`config.mk`:
```
export PLATFORM = sky130hd
export DESIGN_NAME = serial_subtractor
export DESIGN_NICKNAME = d
export VERILOG_FILES = /design/src/rtl/serial_subtractor_pkg.sv /design/src/rtl/full_sub_bit.sv /design/src/rtl/serial_subtractor.sv
export SDC_FILE = /design/constraint.sdc
export NUM_CORES = 1
export LEC_CHECK = 0
export BUFFER_PORTS_ARGS = -buffer_cell sky130_fd_sc_hd__buf_4
export CAP_MARGIN = 20
export CORE_UTILIZATION = 48
export CTS_CLUSTER_DIAMETER = 200
export DETAILED_ROUTE_END_ITERATION = 8
export PLACE_DENSITY = 0.82
export SLEW_MARGIN = 20
export SYNTH_ARGS = -nofsm -noshare
export SYNTH_HDL_FRONTEND = slang
export SYNTH_SLANG_ARGS = --single-unit
```
`constraint.sdc`:
```
create_clock -name clk -period 1.1 [get_ports clk]
set_input_delay 0.22 -clock clk [delete_from_list [all_inputs] [get_ports clk]]
set_output_delay 0.22 -clock clk [all_outputs]
set_load 0.01 [all_outputs]
```
`src/rtl/serial_subtractor_pkg.sv`:
```
// Shared definitions for the bit-serial subtractor: FSM state encoding and
// the bit-counter width helper.
package serial_subtractor_pkg;

    typedef enum logic [1:0] {
        IDLE  = 2'd0,
        SHIFT = 2'd1,
        DONE  = 2'd2
    } state_t;

    // Counter must hold values 0..width without wrapping.
    function automatic int unsigned cnt_width(input int unsigned width);
        return $clog2(width + 1);
    endfunction

endpackage

```
`src/rtl/full_sub_bit.sv`:
```
// Combinational one-bit full subtractor: d = a - b - bin, with borrow out.
module full_sub_bit (
    input  logic a,
    input  logic b,
    input  logic bin,
    output logic d,
    output logic bout
);

    assign d    = a ^ b ^ bin;
    assign bout = (~a & b) | (bin & ~(a ^ b));

endmodule

```
`src/rtl/serial_subtractor.sv`:
```
// Bit-serial unsigned subtractor D = A - B, LSB first, one bit per clock.
// Operands are held in shift registers and fed through a single full_sub_bit cell.
module serial_subtractor
    import serial_subtractor_pkg::*;
#(
    parameter int unsigned WIDTH = 8
) (
    input  logic             clk,
    input  logic             rst,
    input  logic             start,
    input  logic [WIDTH-1:0] A,
    input  logic [WIDTH-1:0] B,
    output logic             busy,
    output logic             done,
    output logic [WIDTH-1:0] D,
    output logic             borrow_out
);

    localparam int unsigned     CNT_W    = cnt_width(WIDTH);
    localparam logic [CNT_W-1:0] LAST_BIT = CNT_W'(WIDTH - 1);

    state_t             r_state;
    logic [WIDTH-1:0]   r_a;
    logic [WIDTH-1:0]   r_b;
    logic [WIDTH-1:0]   r_res;
    logic               r_bor;
    logic [CNT_W-1:0]   r_cnt;
    logic               r_busy;
    logic               r_done;
    logic [WIDTH-1:0]   r_d;
    logic               r_bout;

    state_t             w_state_nx;
    logic [WIDTH-1:0]   w_a_nx;
    logic [WIDTH-1:0]   w_b_nx;
    logic [WIDTH-1:0]   w_res_nx;
    logic               w_bor_nx;
    logic [CNT_W-1:0]   w_cnt_nx;
    logic               w_busy_nx;
    logic               w_done_nx;
    logic [WIDTH-1:0]   w_d_nx;
    logic               w_bout_nx;

    logic               w_diff;
    logic               w_cell_bout;
    logic [WIDTH-1:0]   w_res_shift;

    full_sub_bit u_cell (
        .a    (r_a[0]),
        .b    (r_b[0]),
        .bin  (r_bor),
        .d    (w_diff),
        .bout (w_cell_bout)
    );

    // New difference bit enters at the MSB; after WIDTH shifts bit 0 sits at the LSB.
    assign w_res_shift = WIDTH'({w_diff, r_res} >> 1);

    always_comb begin
        w_state_nx = r_state;
        w_a_nx     = r_a;
        w_b_nx     = r_b;
        w_res_nx   = r_res;
        w_bor_nx   = r_bor;
        w_cnt_nx   = r_cnt;
        w_busy_nx  = 1'b0;
        w_done_nx  = 1'b0;
        w_d_nx     = r_d;
        w_bout_nx  = r_bout;

        case (r_state)
            IDLE, DONE: begin
                if (start) begin
                    w_a_nx     = A;
                    w_b_nx     = B;
                    w_res_nx   = '0;
                    w_bor_nx   = 1'b0;
                    w_cnt_nx   = '0;
                    w_busy_nx  = 1'b1;
                    w_state_nx = SHIFT;
                end else begin
                    w_state_nx = IDLE;
                end
            end
            SHIFT: begin
                w_a_nx   = r_a >> 1;
                w_b_nx   = r_b >> 1;
                w_res_nx = w_res_shift;
                w_bor_nx = w_cell_bout;
                w_cnt_nx = r_cnt + CNT_W'(1);
                if (r_cnt == LAST_BIT) begin
                    w_d_nx     = w_res_shift;
                    w_bout_nx  = w_cell_bout;
                    w_done_nx  = 1'b1;
                    w_state_nx = DONE;
                end else begin
                    w_busy_nx  = 1'b1;
                end
            end
            default: begin
                w_state_nx = IDLE;
            end
        endcase
    end

    always_ff @(posedge clk) begin
        if (rst) begin
            r_state <= IDLE;
            r_a     <= '0;
            r_b     <= '0;
            r_res   <= '0;
            r_bor   <= 1'b0;
            r_cnt   <= '0;
            r_busy  <= 1'b0;
            r_done  <= 1'b0;
            r_d     <= '0;
            r_bout  <= 1'b0;
        end else begin
            r_state <= w_state_nx;
            r_a     <= w_a_nx;
            r_b     <= w_b_nx;
            r_res   <= w_res_nx;
            r_bor   <= w_bor_nx;
            r_cnt   <= w_cnt_nx;
            r_busy  <= w_busy_nx;
            r_done  <= w_done_nx;
            r_d     <= w_d_nx;
            r_bout  <= w_bout_nx;
        end
    end

    assign busy       = r_busy;
    assign done       = r_done;
    assign D          = r_d;
    assign borrow_out = r_bout;

endmodule

```
Word level (Yosys, flattened, before mapping)
Cells that the tools add are included.
{"block": "totals", "reg_bits": 42, "input_bits": 19, "output_inout_bits": 11, "elab_cells": 47}
{"block": "classes", "add_sub_neg": 1, "n_eq_ne": 5, "mux": 17, "bitwise_logic": 8, "n_reduce_logical": 6}
{"operator": "8-bit case mux with 2 select lines", "n": 3}
{"operator": "8-bit two-way mux", "n": 3}
{"operator": "4-bit case mux with 2 select lines", "n": 1}
{"operator": "1-bit two-way mux", "n": 5}
{"operator": "4-bit by 1-bit adder with 4-bit output (second input constant)", "n": 1}
{"operator": "4-bit by 3-bit == test with 1-bit output (second input constant)", "n": 1}
{"operator": "4-bit two-way mux", "n": 1}
{"operator": "2-bit inequality test (second input constant)", "n": 2}
{"operator": "1-bit case mux with 2 select lines", "n": 2}
{"operator": "2-bit case mux with 2 select lines", "n": 1}
{"operator": "2-bit AND reduction", "n": 2}
{"operator": "2-bit OR reduction", "n": 2}
{"operator": "1-bit NOT", "n": 3}
{"operator": "1-bit bitwise AND", "n": 2}
{"operator": "2-bit by 1-bit == test with 1-bit output (second input constant)", "n": 1}
{"operator": "2-bit == test (second input constant)", "n": 1}
{"operator": "2-bit zero test", "n": 1}
{"operator": "2-bit two-way mux", "n": 1}
{"operator": "2-bit nonzero test", "n": 1}
{"operator": "1-bit bitwise XOR", "n": 2}
{"operator": "1-bit bitwise OR", "n": 1}

Logic depth before layout (Yosys ltp)
Gate-level depths: netlist (run 1).
{"block": "logic_depth", "depth_word": 5, "mapped_depth": 5}

By module
Synthesis (run 1) repeated with hierarchy kept, for this count alone.
{"block": "hier_totals", "hier_cells": 186, "hier_area_um2": 1707.9}
{"module": "serial_subtractor", "n_inst": 1, "cells_each": 182, "area_per_inst_um2": 1676.6, "seq_area_each_um2": 820.8}
{"module": "full_sub_bit", "n_inst": 1, "cells_each": 4, "area_per_inst_um2": 31.3, "seq_area_each_um2": 0.0}

Worst setup path before layout (run 1)
No wires, ideal clock.
{"block": "synth_timing", "path_kind": "reg-to-reg", "start": "register r_cnt[0]", "end": "register r_bout, in the netlist borrow_out", "arrival_ns": 1.094, "setup_slack_ns": -0.085, "stages_incl_launch_ff": 6, "n_path_buf": 1, "synth_period_minus_slack_ns": 1.185, "cell_sequence": "dfxtp_1 ha_1 and3b_1 buf_4 a21oi_1 a311oi_1"}
{"block": "synth_via", "elab_chain_cells": 2}
{"item": "from (decl)", "line_no": "serial_subtractor.sv:27", "source": "logic [CNT_W-1:0] r_cnt;"}
{"item": "from (signal assigned)", "line_no": "serial_subtractor.sv:124", "source": "r_cnt <= w_cnt_nx;"}
{"item": "4-bit by 3-bit == test with 1-bit output", "line_no": "serial_subtractor.sv:91", "source": "if (r_cnt == LAST_BIT) begin"}
{"item": "2-bit AND reduction (no line)"}
{"item": "to (signal assigned)", "line_no": "serial_subtractor.sv:128", "source": "r_bout <= w_bout_nx;"}
{"item": "to (decl)", "line_no": "serial_subtractor.sv:31", "source": "logic r_bout;"}
Every way passes these cells.
A chain may end at the register's enable or synchronous reset.

Final worst setup path (run 1)
{"block": "layout_timing", "start": "register r_b[0]", "end": "register r_d[7], in the netlist D[7]"}
{"block": "layout_via", "elab_chain_cells": 2}
{"item": "from (decl)", "line_no": "serial_subtractor.sv:24", "source": "logic [WIDTH-1:0] r_b;"}
{"item": "from (signal assigned)", "line_no": "serial_subtractor.sv:121", "source": "r_b <= w_b_nx;"}
{"item": "1-bit bitwise XOR (2 in a row)", "line_no": "full_sub_bit.sv:10", "source": "assign d = a ^ b ^ bin;"}
{"item": "net u_cell.d", "line_no": "full_sub_bit.sv:6", "source": "output logic d,"}
{"item": "to (signal assigned)", "line_no": "serial_subtractor.sv:127", "source": "r_d <= w_d_nx;"}
{"item": "to (decl)", "line_no": "serial_subtractor.sv:30", "source": "logic [WIDTH-1:0] r_d;"}
The timed path passes the listed nets, and every way through them passes these cells.

==> metrics.yaml, run 1 <==
hold_viol_final: 0
grt_start_max_net_pins: 22
port_buffers: 29
worst_pin_slew_ns: 0.234
place_area_sq_mm: 0.00202
path_max_fanout: 2
htreeDepth: 2
clkSlewWorstSetupHoldPaths_ns: 0.11
vias: 1480
final.setup.tns_ns: -0.899
fin_cells: 269
arrival_ns: 1.48
ys.flop_type: "dfxtp_1"
status: "complete, but fails checks"
final-setup-viol-count: 23
slowest_delay_ns: 0.57
clock_path_buffers: 2
hold_path_class: "in -> reg"
fmax_mhz: 838
ctsHoldBuffers: 0
cts-root-buf: "clkbuf_4"
holdWs_ns: 0.107
crit_required_ns: 1.38
syn_area_per_cell_sq_um: 8.87
synth-edff-count: 0
insertion_delay_ns: 0.34
syn_inst: 187
drt-wirelength-per-cell_um: 13.2
yosys_warnings: 0
worst-path-buf-inv: 1
postLayoutSetupSlackWorst_ns: -0.0934
synthesis.nets: 208
grt_pass1_vias: 1329
worst_setup_path_start_kind: "flop"
antenna_left: 0
finalCriticalPeriod_ns: 1.19
ys_async_sr_fraction: 0
antenna_found_initial: 0
grt_util_all_layers: 0.214
io_pins: 30
max-slew-margin-rel: 0.844
violations: "setup timing"
worstSetupPathType: "reg -> reg"
drt_iter0_markers: 119
min_period_over_period: 1.08
areaGrowthSynthToFinish_pct: 29.3
numCtsBuffers: 5
cp_cell_sequence: "inv_2 -> fa_2 -> nand3_1 -> a21oi_1"
min_from: "B[7]"
ys_seq_area_frac: 0.495
reg2reg_from: "r_b[0]"
cp_slowest_cell: "fa_2"
diodes: 0
ir_drop_mv: 0.725
core_sq_mm: 0.00315
grt_setup_unrepaired: "true"
finalClockSkew_ns: 0.00482
die_height_um: 60.8
die_x_um: 60.8
routed_via_density: 5.50
grt_pass1_wl_um: 5830
clock-sinks: 41
cts_tree: "yes"
start_util: 0.526
rows: 20
path_delay_family: "adder cells"
drv_slew: 0
synth_area_sq_mm: 0.00166
synth_seq_cells: 41
finalCoreUtilization: 0.681
drtPass1Iterations: 4
leakage_nw: 0.805
drive_above_1_share: 0.364
finalInstanceArea_sq_mm: 0.00215
route.detailed.drc: 0
power.density_mw_per_mm2: 1240
post-dp-hpwl_um: 2430
n_fill_cell: 272
post-place-cells: 262
grt-ovfl-total: 0
routed_wl_um: 3560
dieArea_sq_mm: 0.00370
final_nets: 247
critical_path.startpoint: "r_b[0]"
routabilityCongestion: 0.761
critPathCaptureType: "flop"
yosysUniqueCellTypes: 26
drv_cap: 0
## through the flow
step	power (W)	worst slack, ns
2_1_floorplan	0.00185	-0.0123
3_3_place_gp	0.00197	-0.0474
3_5_place_dp	0.00199	-0.0701
4_1_cts	0.00267	-0.102
5_1_grt	0.00278	-0.139
6_report	0.00265	-0.0934
## worst paths after layout
kind | endpoint | depth (start not counted) | slack, ns
worst max-delay path | D[7] | 4 | -0.09
worst min-delay path | r_b[7] | 3 | 0.11
worst max register to register | D[7] | 4 | -0.09
worst min register to register | D[6] | 2 | 0.47
## cell families (layout without fill, tap and decap cells)
kind of cell	after synthesis	after routing	share of synthesized area
mux	2	2	0.0158
fa+ha+maj	2	2	0.0196
flops	41	41	0.495
compound gates	61	61	0.212
buf+inv	22	60	0.0784
simple gates	59	59	0.179
## state kept, by name, summed over array words and instances (netlist names)
signal	cells
D	8
borrow_out	1
busy	1
done	1
r_a	8
r_b	8
r_bor	1
r_cnt	4
r_res	7
r_state	2
## synth_stat cells, types with 2 or more instances
master / count / share of area
a21oi_1: 37 / 0.11
a22oi_1: 14 / 0.063
buf_2: 5 / 0.015
buf_4: 7 / 0.032
buf_6: 2 / 0.014
clkbuf_1: 6 / 0.014
dfxtp_1: 41 / 0.49
inv_1: 2 / 0.0045
nand2_1: 10 / 0.023
nand2b_1: 4 / 0.015
nand3_1: 34 / 0.10
nor2_1: 3 / 0.0068
nor3_1: 2 / 0.0060
o21ai_0: 8 / 0.024
## timing repair
item / 4_1_cts / 5_1_grt
endpoints found under the setup margin: 26 / 39
buffers inserted: 0 / 2
resized for setup: 18 / 6
pin swaps: 5 / 2
## layer usage
metal / track usage / up-vias / share of wire
met5: 0 / - / 0
met1: 0.272 / 698 / 0.46
met3: 0.0640 / 4 / 0.035
met2: 0.350 / 32 / 0.50
li1: - / 746 / -
met4: 0.0682 / 0 / 0.0084
## where the power goes
group | internal, W | leakage, nW | switching, W
Sequential | 0.00154 | 0.336 | 0.0000351
Combinational | 0.000190 | 0.442 | 0.000206
Clock | 0.000222 | 0.0269 | 0.000456
## cells in the final DEF, fill, tap and decap left out, types with 3 or more instances in the layout
master | synthesis | layout
a21oi_1 | 37 | 33
a21oi_2 | 0 | 4
a22oi_1 | 14 | 13
buf_4 | 7 | 45
buf_6 | 2 | 5
clkbuf_4 | 0 | 5
dfxtp_1 | 41 | 35
dfxtp_2 | 0 | 6
nand2_1 | 10 | 10
nand2b_1 | 4 | 3
nand3_1 | 34 | 32
nor2_1 | 3 | 3
o21ai_0 | 8 | 5
## worst reg2reg max path, stage by stage, from the launching register on
cell,delay [ns]
dfxtp_2,0.35
inv_2,0.04
fa_2,0.57
nand3_1,0.07
a21oi_1,0.11
## layout make-up
class	count	area, sq um	area share
Sequential cell	41	828	0.386
Multi-Input combinational cell	124	778	0.363
Timing Repair Buffer	52	434	0.202
Tap cell	44	55.1	0.0257
Clock buffer	5	37.5	0.0175
Inverter	2	7.51	0.00350
Clock inverter	1	5.00	0.00233
Power figures use the tool's default switching activity.
==> run 2, diff against run 1 <==
==> constraint.sdc (replaced) <==
create_clock -name clk -period 1.1 [get_ports clk]
set_input_delay 0.165 -clock clk [delete_from_list [all_inputs] [get_ports clk]]
set_output_delay 0.165 -clock clk [all_outputs]
set_load 0.01 [all_outputs]
==> run 2 against run 1 <==
Critical path type unchanged. Register-to-register slack lost 0.04 ns. Sequential share of layout area is 4.5 points lower. Final cell count grew 3.0%. The run still ends with setup timing left. Power grew 18%. Sequential power hardly changed. First-iteration DRC count decreased by 39%. Flip-flop and latch count unchanged. Worst hold slack worse by 0.046 ns. Highest routed layer unchanged. Via count increased by 4.0%.
==> metrics.yaml, run 2 (synthesis gave the netlist of run 1 again) <==
status: "complete, but fails checks"
diodes: 0
grt_setup_unrepaired: "true"
comb_power_share: 0.172
hold_path_class: "in -> reg"
p_int_w: 0.00236
routabilityCongestion: 0.777
worst_setup_path_start_kind: "flop"
routed_via_density: 5.56
final-setup-viol-count: 24
grt_pass1_wl_um: 5900
arrival_ns: 1.51
route.detailed.drc: 0
insertion_delay_ns: 0.34
grt_start_max_net_pins: 22
swShare: 0.248
clkSlewWorstSetupHoldPaths_ns: 0.12
clock-sinks: 41
routed_wl_um: 4100
hold_viol_final: 0
antenna_left: 0
postLayoutSetupSlackWorst_ns: -0.129
final.setup.tns_ns: -1.45
antenna_found_initial: 0
p_seq_frac: 0.504
cts_tree: "yes"
worst_pin_slew_ns: 0.242
dieArea_sq_mm: 0.00370
finalClockSkew_ns: 0.00632
port_buffers: 29
die_x_um: 60.8
min_period_over_period: 1.12
path_max_fanout: 7
max-slew-margin-rel: 0.839
r2r_cells: 5
drt_iter0_markers: 73
core_sq_mm: 0.00315
io_pins: 30
crit_required_ns: 1.38
fmax_mhz: 814
cts-root-buf: "clkbuf_4"
leakage_nw: 0.918
numCtsBuffers: 5
crit_end: "D[1]"
clock_path_buffers: 2
drv_slew: 0
ir_drop_mv: 0.948
critical_path.startpoint: "r_state[1]"
start_util: 0.526
drt-wirelength-per-cell_um: 14.8
reg2reg_from: "r_state[1]"
final_nets: 253
post-dp-hpwl_um: 2410
drtPass1Iterations: 4
drive_above_1_share: 0.494
grt-ovfl-total: 0
rows: 20
finalCriticalPeriod_ns: 1.23
reg2reg_slack_ns: -0.13
htreeDepth: 2
min_from: "B[7]"
r2r_end: "D[1]"
mostFrequentLayoutCells: "buf_4, dfxtp_1, nand3_1, a21oi_1, a22oi_2"
pwr-share-clk: 0.324
layout_commonest_cell: "buf_4"
grt_util_all_layers: 0.216
grt_pass1_vias: 1362
die_height_um: 60.8
critPathCaptureType: "flop"
violations: "setup timing"
vias: 1539
drv_cap: 0
areaGrowthSynthToFinish_pct: 46.8
worstSetupPathType: "reg -> reg"
power.density_mw_per_mm2: 1290
holdWs_ns: 0.0615
p_switching_w: 0.000777
ctsHoldBuffers: 0
-- run 2: changes by cell type in the layout (fill, tap and decap cells not counted), sizes merged --
cell / change
clkinv: -1
bufinv: +1
clkbuf: +4
buf: +4
-- run 2: worst min path at each step --
stage | to | slack (ns) | cells past startpoint
finish | r_b[7] | 0.06 | 3
CTS | r_b[7] | 0.05 | 3
global placement | r_a[7] | 0.42 | 3
floorplan | r_a[7] | 0.30 | 2
detailed placement | r_b[7] | 0.43 | 3
global route | r_a[7] | 0.04 | 3
-- run 2: area by class of cell --
cell class / count / area [sq um]
Clock inverter: 1 / 30.0
Fill cell: 234 / 718
Sequential cell: 41 / 831
Multi-Input combinational cell: 124 / 908
Timing Repair Buffer: 58 / 548
Inverter: 2 / 7.51
Clock buffer: 7 / 55.1
Tap cell: 44 / 55.1
-- run 2: power groups by stage --
stage | clock network [W] | registers, W | logic [W]
2_1_floorplan | 0 | 0.00160 | 0.000243
3_3_place_gp | 0 | 0.00161 | 0.000371
3_5_place_dp | 0 | 0.00161 | 0.000376
4_1_cts | 0.00103 | 0.00158 | 0.000394
5_1_grt | 0.00111 | 0.00159 | 0.000579
6_report | 0.00102 | 0.00158 | 0.000539
-- run 2: worst max-delay path: stages (launching register included) --
cell and delay [ns]:
dfxtp_2 0.34, and2b_4 0.34, buf_6 0.13, clkbuf_16 0.13, nand3_1 0.09, a21oi_1 0.14
-- run 2: metrics by stage --
| step | utilization | area (sq um) | setup slack (ns) | std cells | power, W |
|---|---|---|---|---|---|
| 3_3_place_gp | 0.642 | 2020 | -0.0413 | 262 | 0.00198 |
| 5_1_grt | 0.772 | 2430 | -0.181 | 277 | 0.00328 |
| 4_1_cts | 0.685 | 2160 | -0.0806 | 269 | 0.00300 |
| 2_1_floorplan | - | 1690 | -0.0123 | 187 | 0.00185 |
| 3_5_place_dp | 0.642 | 2020 | -0.0975 | 262 | 0.00198 |
| 6_report | 0.772 | 2430 | -0.129 | 277 | 0.00314 |
-- run 2: per-layer routing --
metal | track usage | part of all wire | vias to the layer above
met3 | 0.0469 | 0.034 | 2
met5 | 0 | 0 | -
met2 | 0.364 | 0.53 | 35
li1 | - | - | 756
met1 | 0.275 | 0.43 | 746
met4 | 0.0747 | 0.0019 | 0
-- run 2: what timing repair did --
action / in CTS / in global routing
endpoints found under the setup margin: 21 / 36
resized for setup: 16 / 51
gates cloned: 0 / 2
pin swaps: 3 / 17
setup buffers: 0 / 6
hold endpoints to repair: 0 / 0
